**src/rtl/serial_ripple_addsub_pkg.sv**
```systemverilog
// Shared definitions for the digit-serial adder/subtractor.
//   state_e    : sequencing states (IDLE, RUN, DONE)
//   cycles_f   : clock cycles per operation (WIDTH/DIGIT)
//   cnt_w_f    : digit-index counter width, max(1, clog2(CYCLES))
//   width_ok_f : legality of a WIDTH/DIGIT pairing, used at elaboration
`timescale 1ns/1ps
package addsub_pkg;

    typedef enum logic [1:0] {IDLE, RUN, DONE} state_e;

    function automatic int cycles_f(input int width, input int digit);
        return width / digit;
    endfunction

    function automatic int cnt_w_f(input int width, input int digit);
        int c;
        c = width / digit;
        return (c <= 1) ? 1 : $clog2(c);
    endfunction

    function automatic bit width_ok_f(input int width, input int digit);
        return (digit >= 1) && (digit <= width) && ((width % digit) == 0);
    endfunction

endpackage

```
**src/rtl/serial_ripple_addsub_if.sv**
```systemverilog
// Start/done handshake and operand/result bus of the serial adder/subtractor.
//   master : requester side (drives start, sub, a, b, cin)
//   slave  : adder side (drives busy, done, sum, cout, ovf)
`timescale 1ns/1ps
interface serial_ripple_addsub_if #(
    parameter int WIDTH = 8
);
    logic             start;
    logic             sub;
    logic [WIDTH-1:0] a;
    logic [WIDTH-1:0] b;
    logic             cin;
    logic             busy;
    logic             done;
    logic [WIDTH-1:0] sum;
    logic             cout;
    logic             ovf;

    modport master (
        output start, sub, a, b, cin,
        input  busy, done, sum, cout, ovf
    );

    modport slave (
        input  start, sub, a, b, cin,
        output busy, done, sum, cout, ovf
    );
endinterface

```
**src/rtl/serial_ripple_addsub_rca_slice.sv**
```systemverilog
// Combinational DIGIT-bit ripple-carry chain of full adders.
//   x, y     : digit operands
//   ci       : carry into bit 0
//   s        : digit sum
//   co       : carry out of the top bit
//   c_msb_in : carry into the top bit (overflow detection on the last digit)
`timescale 1ns/1ps
module rca_slice #(
    parameter int DIGIT = 2
) (
    input  logic [DIGIT-1:0] x,
    input  logic [DIGIT-1:0] y,
    input  logic             ci,
    output logic [DIGIT-1:0] s,
    output logic             co,
    output logic             c_msb_in
);
    logic [DIGIT:0] c;

    always_comb begin
        c    = '0;
        s    = '0;
        c[0] = ci;
        for (int i = 0; i < DIGIT; i++) begin
            s[i]   = x[i] ^ y[i] ^ c[i];
            c[i+1] = (x[i] & y[i]) | (c[i] & (x[i] ^ y[i]));
        end
    end

    assign co       = c[DIGIT];
    assign c_msb_in = c[DIGIT-1];
endmodule

```
**src/rtl/serial_ripple_addsub.sv**
```systemverilog
// Digit-serial adder/subtractor: processes a WIDTH-bit operand pair DIGIT
// bits per clock through one ripple-carry slice, carry registered between
// digits, framed by a start/busy/done handshake.
//   clk   : clock, rising edge
//   rst_n : asynchronous active-low reset
//   bus   : slave side of serial_ripple_addsub_if
//           (start, sub, a, b, cin in; busy, done, sum, cout, ovf out)
`timescale 1ns/1ps
module serial_ripple_addsub
    import addsub_pkg::*;
#(
    parameter int WIDTH = 8,
    parameter int DIGIT = 2
) (
    input logic                   clk,
    input logic                   rst_n,
    serial_ripple_addsub_if.slave bus
);
    localparam int               CYCLES = cycles_f(WIDTH, DIGIT);
    localparam int               CNT_W  = cnt_w_f(WIDTH, DIGIT);
    localparam logic [CNT_W-1:0] LAST   = CNT_W'(CYCLES - 1);

    generate
        if (!width_ok_f(WIDTH, DIGIT)) begin : g_bad_params
            $error("serial_ripple_addsub: WIDTH must be a multiple of DIGIT, 1 <= DIGIT <= WIDTH");
        end
    endgenerate

    state_e             state_q, state_d;
    logic [WIDTH-1:0]   a_q, a_d;
    logic [WIDTH-1:0]   b_q, b_d;
    logic [WIDTH-1:0]   sum_q, sum_d;
    logic               carry_q, carry_d;
    logic               cout_q, cout_d;
    logic               ovf_q, ovf_d;
    logic [CNT_W-1:0]   idx_q, idx_d;

    logic [DIGIT-1:0]   slice_s;
    logic               slice_co;
    logic               slice_cmsb;

    // Operands shift right each digit, so the slice always sees the low digit.
    rca_slice #(.DIGIT(DIGIT)) u_slice (
        .x        (a_q[DIGIT-1:0]),
        .y        (b_q[DIGIT-1:0]),
        .ci       (carry_q),
        .s        (slice_s),
        .co       (slice_co),
        .c_msb_in (slice_cmsb)
    );

    always_comb begin
        state_d = state_q;
        a_d     = a_q;
        b_d     = b_q;
        sum_d   = sum_q;
        carry_d = carry_q;
        cout_d  = cout_q;
        ovf_d   = ovf_q;
        idx_d   = idx_q;
        case (state_q)
            IDLE, DONE: begin
                if (bus.start) begin
                    // Subtraction is a + ~b + 1: invert b and force carry-in.
                    a_d     = bus.a;
                    b_d     = bus.sub ? ~bus.b : bus.b;
                    carry_d = bus.sub ? 1'b1 : bus.cin;
                    idx_d   = '0;
                    sum_d   = '0;
                    state_d = RUN;
                end else begin
                    state_d = IDLE;
                end
            end
            RUN: begin
                sum_d[idx_q*DIGIT +: DIGIT] = slice_s;
                a_d     = a_q >> DIGIT;
                b_d     = b_q >> DIGIT;
                carry_d = slice_co;
                if (idx_q == LAST) begin
                    cout_d  = slice_co;
                    ovf_d   = slice_cmsb ^ slice_co;
                    state_d = DONE;
                end else begin
                    idx_d = idx_q + CNT_W'(1);
                end
            end
            default: state_d = IDLE;
        endcase
    end

    always_ff @(posedge clk or negedge rst_n) begin
        if (!rst_n) begin
            state_q <= IDLE;
            a_q     <= '0;
            b_q     <= '0;
            sum_q   <= '0;
            carry_q <= 1'b0;
            cout_q  <= 1'b0;
            ovf_q   <= 1'b0;
            idx_q   <= '0;
        end else begin
            state_q <= state_d;
            a_q     <= a_d;
            b_q     <= b_d;
            sum_q   <= sum_d;
            carry_q <= carry_d;
            cout_q  <= cout_d;
            ovf_q   <= ovf_d;
            idx_q   <= idx_d;
        end
    end

    assign bus.busy = (state_q == RUN);
    assign bus.done = (state_q == DONE);
    assign bus.sum  = sum_q;
    assign bus.cout = cout_q;
    assign bus.ovf  = ovf_q;
endmodule

```
**src/flat_wrapper.sv**
```systemverilog
// flat-port wrapper written by rule: the top's interface ports become plain ports
module serial_ripple_addsub_flat import addsub_pkg::*;
#(
    parameter int WIDTH = 8,
    parameter int DIGIT = 2
)
  (clk, rst_n, bus_start, bus_sub, bus_a, bus_b, bus_cin, bus_busy, bus_done, bus_sum, bus_cout, bus_ovf);
  serial_ripple_addsub_if #(.WIDTH(WIDTH)) bus_i ();
  input logic clk;
  input logic rst_n;
  input wire logic [$bits(bus_i.start)-1:0] bus_start;
  input wire logic [$bits(bus_i.sub)-1:0] bus_sub;
  input wire logic [$bits(bus_i.a)-1:0] bus_a;
  input wire logic [$bits(bus_i.b)-1:0] bus_b;
  input wire logic [$bits(bus_i.cin)-1:0] bus_cin;
  output wire logic [$bits(bus_i.busy)-1:0] bus_busy;
  output wire logic [$bits(bus_i.done)-1:0] bus_done;
  output wire logic [$bits(bus_i.sum)-1:0] bus_sum;
  output wire logic [$bits(bus_i.cout)-1:0] bus_cout;
  output wire logic [$bits(bus_i.ovf)-1:0] bus_ovf;
  assign bus_i.start = bus_start;
  assign bus_i.sub = bus_sub;
  assign bus_i.a = bus_a;
  assign bus_i.b = bus_b;
  assign bus_i.cin = bus_cin;
  assign bus_busy = bus_i.busy;
  assign bus_done = bus_i.done;
  assign bus_sum = bus_i.sum;
  assign bus_cout = bus_i.cout;
  assign bus_ovf = bus_i.ovf;
  serial_ripple_addsub #(.WIDTH(WIDTH), .DIGIT(DIGIT)) u_core (.clk(clk), .rst_n(rst_n), .bus(bus_i));
endmodule
```
**config.mk**
```make
export PLATFORM = sky130hd
export DESIGN_NAME = serial_ripple_addsub_flat
export DESIGN_NICKNAME = d
export VERILOG_FILES = /design/src/rtl/serial_ripple_addsub_pkg.sv /design/src/rtl/serial_ripple_addsub_if.sv /design/src/rtl/serial_ripple_addsub_rca_slice.sv /design/src/rtl/serial_ripple_addsub.sv /design/src/flat_wrapper.sv
export SDC_FILE = /design/constraint.sdc
export NUM_CORES = 1
export LEC_CHECK = 0
export CAP_MARGIN = 20
export CORE_MARGIN = 2
export CORE_UTILIZATION = 45
export CTS_CLUSTER_SIZE = 10
export DETAILED_ROUTE_END_ITERATION = 16
export PLACE_DENSITY = 0.73
export RECOVER_POWER = 50
export SYNTH_ARGS = -nofsm -noshare
export SYNTH_HDL_FRONTEND = slang
export SYNTH_SLANG_ARGS = --single-unit
```
**constraint.sdc**
```tcl
create_clock -name clk -period 1.69 [get_ports clk]
set_input_delay 0.169 -clock clk [delete_from_list [all_inputs] [get_ports clk]]
set_output_delay 0.169 -clock clk [all_outputs]
set_load 0.01 [all_outputs]
```
Yosys cells after proc, flatten, opt, wreduce, memory -nomap -nowiden
Index checks and enable logic that the tools add are counted.

Eq/ne operators: 6. Bitwise logic cells: 12. Add/subtract/negate cells: 2. Mux-type cells: 17. Shift operators: 2. Reduce and logical (&&, ||, !) cells: 6.

Operator list (number): $pmux 8 s2 (3); $neg 3->34 (1); $shift 2x34->8 const A (1); $shiftx 2x34->8 (1); $mux 8 (4); $bwmux 8 (1); $not 8->8 (1); $pmux 2 s2 (2); $mux 2 (3); $xor 1x1->1 (5); $and 1x1->1 (4); $eq 2x2->1 const B (2); $ne 2x2->1 const B (2); $reduce_and 2->1 (2); $mux 1 (3); $reduce_and 3->1 (1); $add 2x1->2 const B (1); $eq 2x1->1 const B (1); $logic_not 2->1 (1); $ne 2x1->1 const B (1); $or 1x1->1 (2); $pmux 1 s2 (1); $reduce_bool 2->1 (1); $reduce_or 2->1 (1).

Input bits: 21. Register bits after elaboration: 31. Output and inout port bits: 12.

Depth between registers and ports, before layout
Depth in word-level cells: 7. Mapped depth: 5. Gate-level depth less buffers: 5.

Cells and area by module
Synthesis repeated with hierarchy kept, for this count alone.

Cells, all modules: 134. Area, all modules: 1526.5 µm².

Modules (own cells, without submodules): serial_ripple_addsub (cells each 132, area each 1486.4 µm², times used 1); rca_slice (cells each 2, area each 40.0 µm², times used 1).

Worst setup path before layout
OpenSTA, ideal clock, no wires.

Path type: register to register. From: register u_core.carry_q. To: register u_core.carry_q. Slack: -0.010 ns. Library setup time: 0.126 ns. Required time: 1.564 ns. Buffers on the path: 0. Cell stages (with the launch flop): 4. Data arrival time: 1.574 ns. Cells stage by stage: dfrtp_1 -> fa_1 -> fa_1 -> a221o_1.

Word-level cells in the longest chain between the ends: 5.

Ends and longest elaborated chain: from (decl) (line serial_ripple_addsub.sv:33) `logic carry_q, carry_d;`; from (signal assigned) (line serial_ripple_addsub.sv:107) `carry_q <= carry_d;`; $and 1x1->1 (line serial_ripple_addsub_rca_slice.sv:26) `c[i+1] = (x[i] & y[i]) | (c[i] & (x[i] ^ y[i]));`; $or 1x1->1 (line serial_ripple_addsub_rca_slice.sv:26); $and 1x1->1 (line serial_ripple_addsub_rca_slice.sv:26); $or 1x1->1 (line serial_ripple_addsub_rca_slice.sv:26); named net u_core.slice_co (line serial_ripple_addsub.sv:39) `logic slice_co;`; $pmux 1 s2 (line serial_ripple_addsub.sv:61) `case (state_q)`.

The timed path passes the listed nets, and every way through them passes these cells. A chain may end at the register's enable or synchronous reset.

Worst setup path in the final report
From: register u_core.carry_q. To: register u_core.sum_q[7], in the netlist u_core.bus.sum[7].

Word-level cells in the longest chain between the ends: 6. Elaborated cells on any way between the ends: 7.

Ends and longest elaborated chain: $and 1x1->1 (line serial_ripple_addsub_rca_slice.sv:26); $or 1x1->1 (line serial_ripple_addsub_rca_slice.sv:26); $xor 1x1->1 (line serial_ripple_addsub_rca_slice.sv:25) `s[i] = x[i] ^ y[i] ^ c[i];`; $shiftx 2x34->8 (*) (line serial_ripple_addsub.sv:76) `sum_d[idx_q*DIGIT +: DIGIT] = slice_s;`; $bwmux 8 (*) (line serial_ripple_addsub.sv:76); $pmux 8 s2 (*) (line serial_ripple_addsub.sv:61); to (signal assigned) (line serial_ripple_addsub.sv:106) `sum_q <= sum_d;`; to (decl) (line serial_ripple_addsub.sv:32) `logic [WIDTH-1:0] sum_q, sum_d;`.

Mark *: on every way between the ends. The rest lies on a longest branch, timed or not.

==> flow_metrics.env <==
export IMPL_rows=21
export IMPL_final_cell_mix="dfrtp_1 (30), clkdlybuf4s50_1 (29), a22o_1 (12), buf_4 (12), nor2_1 (9)"
export IMPL_pwr_share_comb_pct=51.4
export IMPL_wl_per_cell_um=14.0
export IMPL_min_delay_path_class="input port to asynchronous set/reset pin"
export IMPL_grt_pass1_wl_mm=5.24
export IMPL_power_net_switching_mw=1.36
export IMPL_vias=1145
export IMPL_status="finished, violations left"
export IMPL_regArea_sq_um=777
export IMPL_reg2reg_setup_slack_ns=-0.02
export IMPL_worstPathRequired_ns=1.95
export IMPL_crit_path_start="u_core.carry_q"
export IMPL_peakVddDrop_mv=0.718
export IMPL_clk_pin_slew_worst_paths_ns=0.10
export IMPL_drtIter0Drc=58
export IMPL_drive_above_1_share_pct=17.1
export IMPL_fin_worst_skew_ns=0.00646
export IMPL_highest_layer="met4"
export IMPL_grt_usage_pct=17.7
export IMPL_intPower_mw=2.27
export IMPL_multi_input_area_sq_um=692
export IMPL_min_period_ns=1.71
export IMPL_die_y_um=62.6
export IMPL_viasPerCell=5.18
export IMPL_hold_viol=0
export IMPL_antenna_found_initial=0
export IMPL_grt_max_degree=32
export IMPL_r2r_start="u_core.carry_q"
export IMPL_violations="setup timing"
export IMPL_synth_seq_cells=31
export IMPL_grt_pass1_vias=1151
export IMPL_ant_nets=0
export IMPL_worst_slew_pin_slew_ns=0.742
export IMPL_place_inst=210
export IMPL_ys_seq_area_share_pct=50.2
export IMPL_cts_root_buffer="clkbuf_4"
export IMPL_p_sw_share_pct=37.4
export IMPL_num_antenna_cells=0
export IMPL_dieWidth_um=62.6
export IMPL_crit_end="u_core.bus.sum[7]"
export IMPL_synthesis_nets=156
export IMPL_finalSetupViolations=1
export IMPL_layout_nets=201
export IMPL_dp_hpwl_mm=2.23
export IMPL_timing_slew_headroom_pct=50.5
export IMPL_wl_mm=3.09
export IMPL_max_cap_violations=0
export IMPL_timing_final_crit_share_pct=101
export IMPL_clk_path_buf_depth=2
export IMPL_die_area_sq_um=3920
export IMPL_syn2layout_area_growth_pct=31.1
export IMPL_drcViolationCount=0
export IMPL_synth_cells=129
export IMPL_drtPass1Iterations=4
export IMPL_gr_total_overflow=0
export IMPL_clk_insertion_delay_late_ns=0.33
export IMPL_syn_area_sq_um=1540
export IMPL_worst_slack_ns=-0.0245
export IMPL_power_total_mw=3.63
export IMPL_yosys_warnings=0
export IMPL_fmaxAchievable_mhz=583
export IMPL_met1_length_mm=1.39
export IMPL_yosys_cell_types_count=32
export IMPL_reg2regPathDepth=4
export IMPL_r2r_end="u_core.bus.sum[7]"
export IMPL_fin_hold_ws_ns=0.424
export IMPL_start_util_pct=46.6
export IMPL_p_per_area_nw_per_um2=1790
export IMPL_cts_sinks=31
export IMPL_syn_area_per_cell_sq_um=12.0
export IMPL_fillCellCount=303
export IMPL_io_pins=33
export IMPL_cp_arrival_ns=1.97
export IMPL_cts_buffers=5
export IMPL_clock_power_share_pct=13.7
export IMPL_cts_tree="yes"
export IMPL_cp_max_fo=4
export IMPL_gp_congestion=0.838
export IMPL_crit_path_start_kind="flop"
export IMPL_cp_end_kind="flop"
export IMPL_power_frac_seq_pct=34.8
export IMPL_drv_slew=0
export IMPL_wl_met2_mm=1.48
export IMPL_htree_levels=2
export IMPL_instances_no_fill=221
export IMPL_core_region_area_sq_um=3310
export IMPL_final_common_cell="dfrtp_1"
export IMPL_rsz0062_at_grt="yes"
export IMPL_io_buffers=32
export IMPL_met3_length_um=176
export IMPL_power_static_leakage_nw=0.955
export IMPL_setup_worst_path_class="flop to flop"
==> power groups by stage <==
stage | Sequential (mW) | Clock, mW | Combinational [mW]
after floorplan | 1.27 | 0 | 1.29
after global placement | 1.27 | 0 | 1.72
after detailed placement | 1.28 | 0 | 1.77
after CTS | 1.27 | 0.512 | 1.82
after global routing | 1.30 | 0.558 | 2.07
final | 1.27 | 0.499 | 1.87
==> how the worst min path moves through the flow <==
stage                                    to  cells after the start           from
after global routing          u_core.a_q[7]                      2       bus_a[7]
after floorplan               u_core.a_q[0]                      0          rst_n
final                     u_core.bus.sum[2]                      2          rst_n
after detailed placement      u_core.a_q[4]                      1  u_core.a_q[4]
after global placement        u_core.a_q[5]                      1  u_core.a_q[5]
after CTS                 u_core.bus.sum[2]                      2          rst_n
==> layer usage <==
metal / global-route usage, % / vias to the layer above
met3: 6.13 / 5
met1: 21.4 / 552
met4: 8.33 / 0
met2: 28.4 / 33
met5: 0 / -
li1: - / 555
==> sequential cells by signal, summed over array words and instances, names as in the netlist <==
register and cells:
u_core.a_q 8, u_core.b_q 8, u_core.bus.sum 8, u_core.idx_q 2
u_core.state_q 2, u_core.bus.cout 1, u_core.bus.ovf 1, u_core.carry_q 1
==> synthesized netlist by cell type <==
| master | instances | share of area, % |
|---|---|---|
| dfrtp_1 | 31 | 50 |
| a22o_1 | 12 | 6.8 |
| nor2_1 | 9 | 2.2 |
| nand3_1 | 8 | 2.6 |
| a21o_1 | 7 | 3.4 |
| a221o_1 | 7 | 4.5 |
| xnor2_1 | 7 | 4.0 |
| nand2_1 | 5 | 1.2 |
| o21ai_0 | 5 | 1.6 |
| ha_1 | 4 | 3.2 |
| buf_2 | 3 | 0.97 |
| inv_1 | 3 | 0.73 |
| nand3b_1 | 3 | 1.5 |
| buf_12 | 2 | 2.6 |
| fa_1 | 2 | 2.6 |
| nor2b_1 | 2 | 0.81 |
| nor3b_1 | 2 | 0.97 |
| o31ai_1 | 2 | 0.97 |
| xor2_1 | 2 | 1.1 |
| a21oi_2 | 1 | 0.57 |
| and2b_1 | 1 | 0.49 |
| and3_1 | 1 | 0.41 |
| buf_6 | 1 | 0.73 |
| buf_8 | 1 | 0.97 |
| mux2_2 | 1 | 0.73 |
| nand2b_1 | 1 | 0.41 |
| nand4_1 | 1 | 0.41 |
| nor2_8 | 1 | 1.3 |
| nor2b_4 | 1 | 0.89 |
| nor3_1 | 1 | 0.32 |
| o21ai_1 | 1 | 0.32 |
| or2_1 | 1 | 0.41 |
==> timing repair <==
action,4_1_cts,5_1_grt
hold buffers,0,0
endpoints found under the setup margin,6,8
buffers inserted,1,2
gates resized for setup,5,5
==> kinds of logic after synthesis <==
| group | share of synthesized area (%) |
|---|---|
| and+or+nand+nor | 13.9 |
| AOI/OAI and AO/OA | 18.2 |
| DFF | 50.2 |
| buffers and inverters | 6.00 |
| xor gates and xnor gates | 5.11 |
| adders and majority gates | 5.83 |
| muxes | 0.729 |
==> stage by stage <==
step                instance area, sq um  setup WS, ns  setup TNS [ns]  utilization, %
floorplan                           1550        0.0162               0               -
global placement                    1920      -0.00144        -0.00144            57.9
detailed placement                  1920       -0.0720          -0.194            57.9
CTS                                 2000       -0.0341         -0.0341            60.4
global route                        2020       -0.0822          -0.171            61.1
finish                              2020       -0.0245         -0.0245            61.1
==> worst max-delay path: stages (launching register included) <==
cell	delay [ns]
dfrtp_1	0.42
fa_2	0.41
fa_2	0.57
nand4_1	0.09
o21ai_1	0.14
==> final cells by class <==
type / instances / area share (%)
Multi-Input combinational cell: 88 / 34.2
Tap cell: 46 / 2.84
Timing Repair Buffer: 45 / 20.6
Sequential cell: 31 / 38.4
Inverter: 3 / 0.556
Clock buffer: 8 / 3.40
Note: power is estimated with default switching activity, not from simulation.
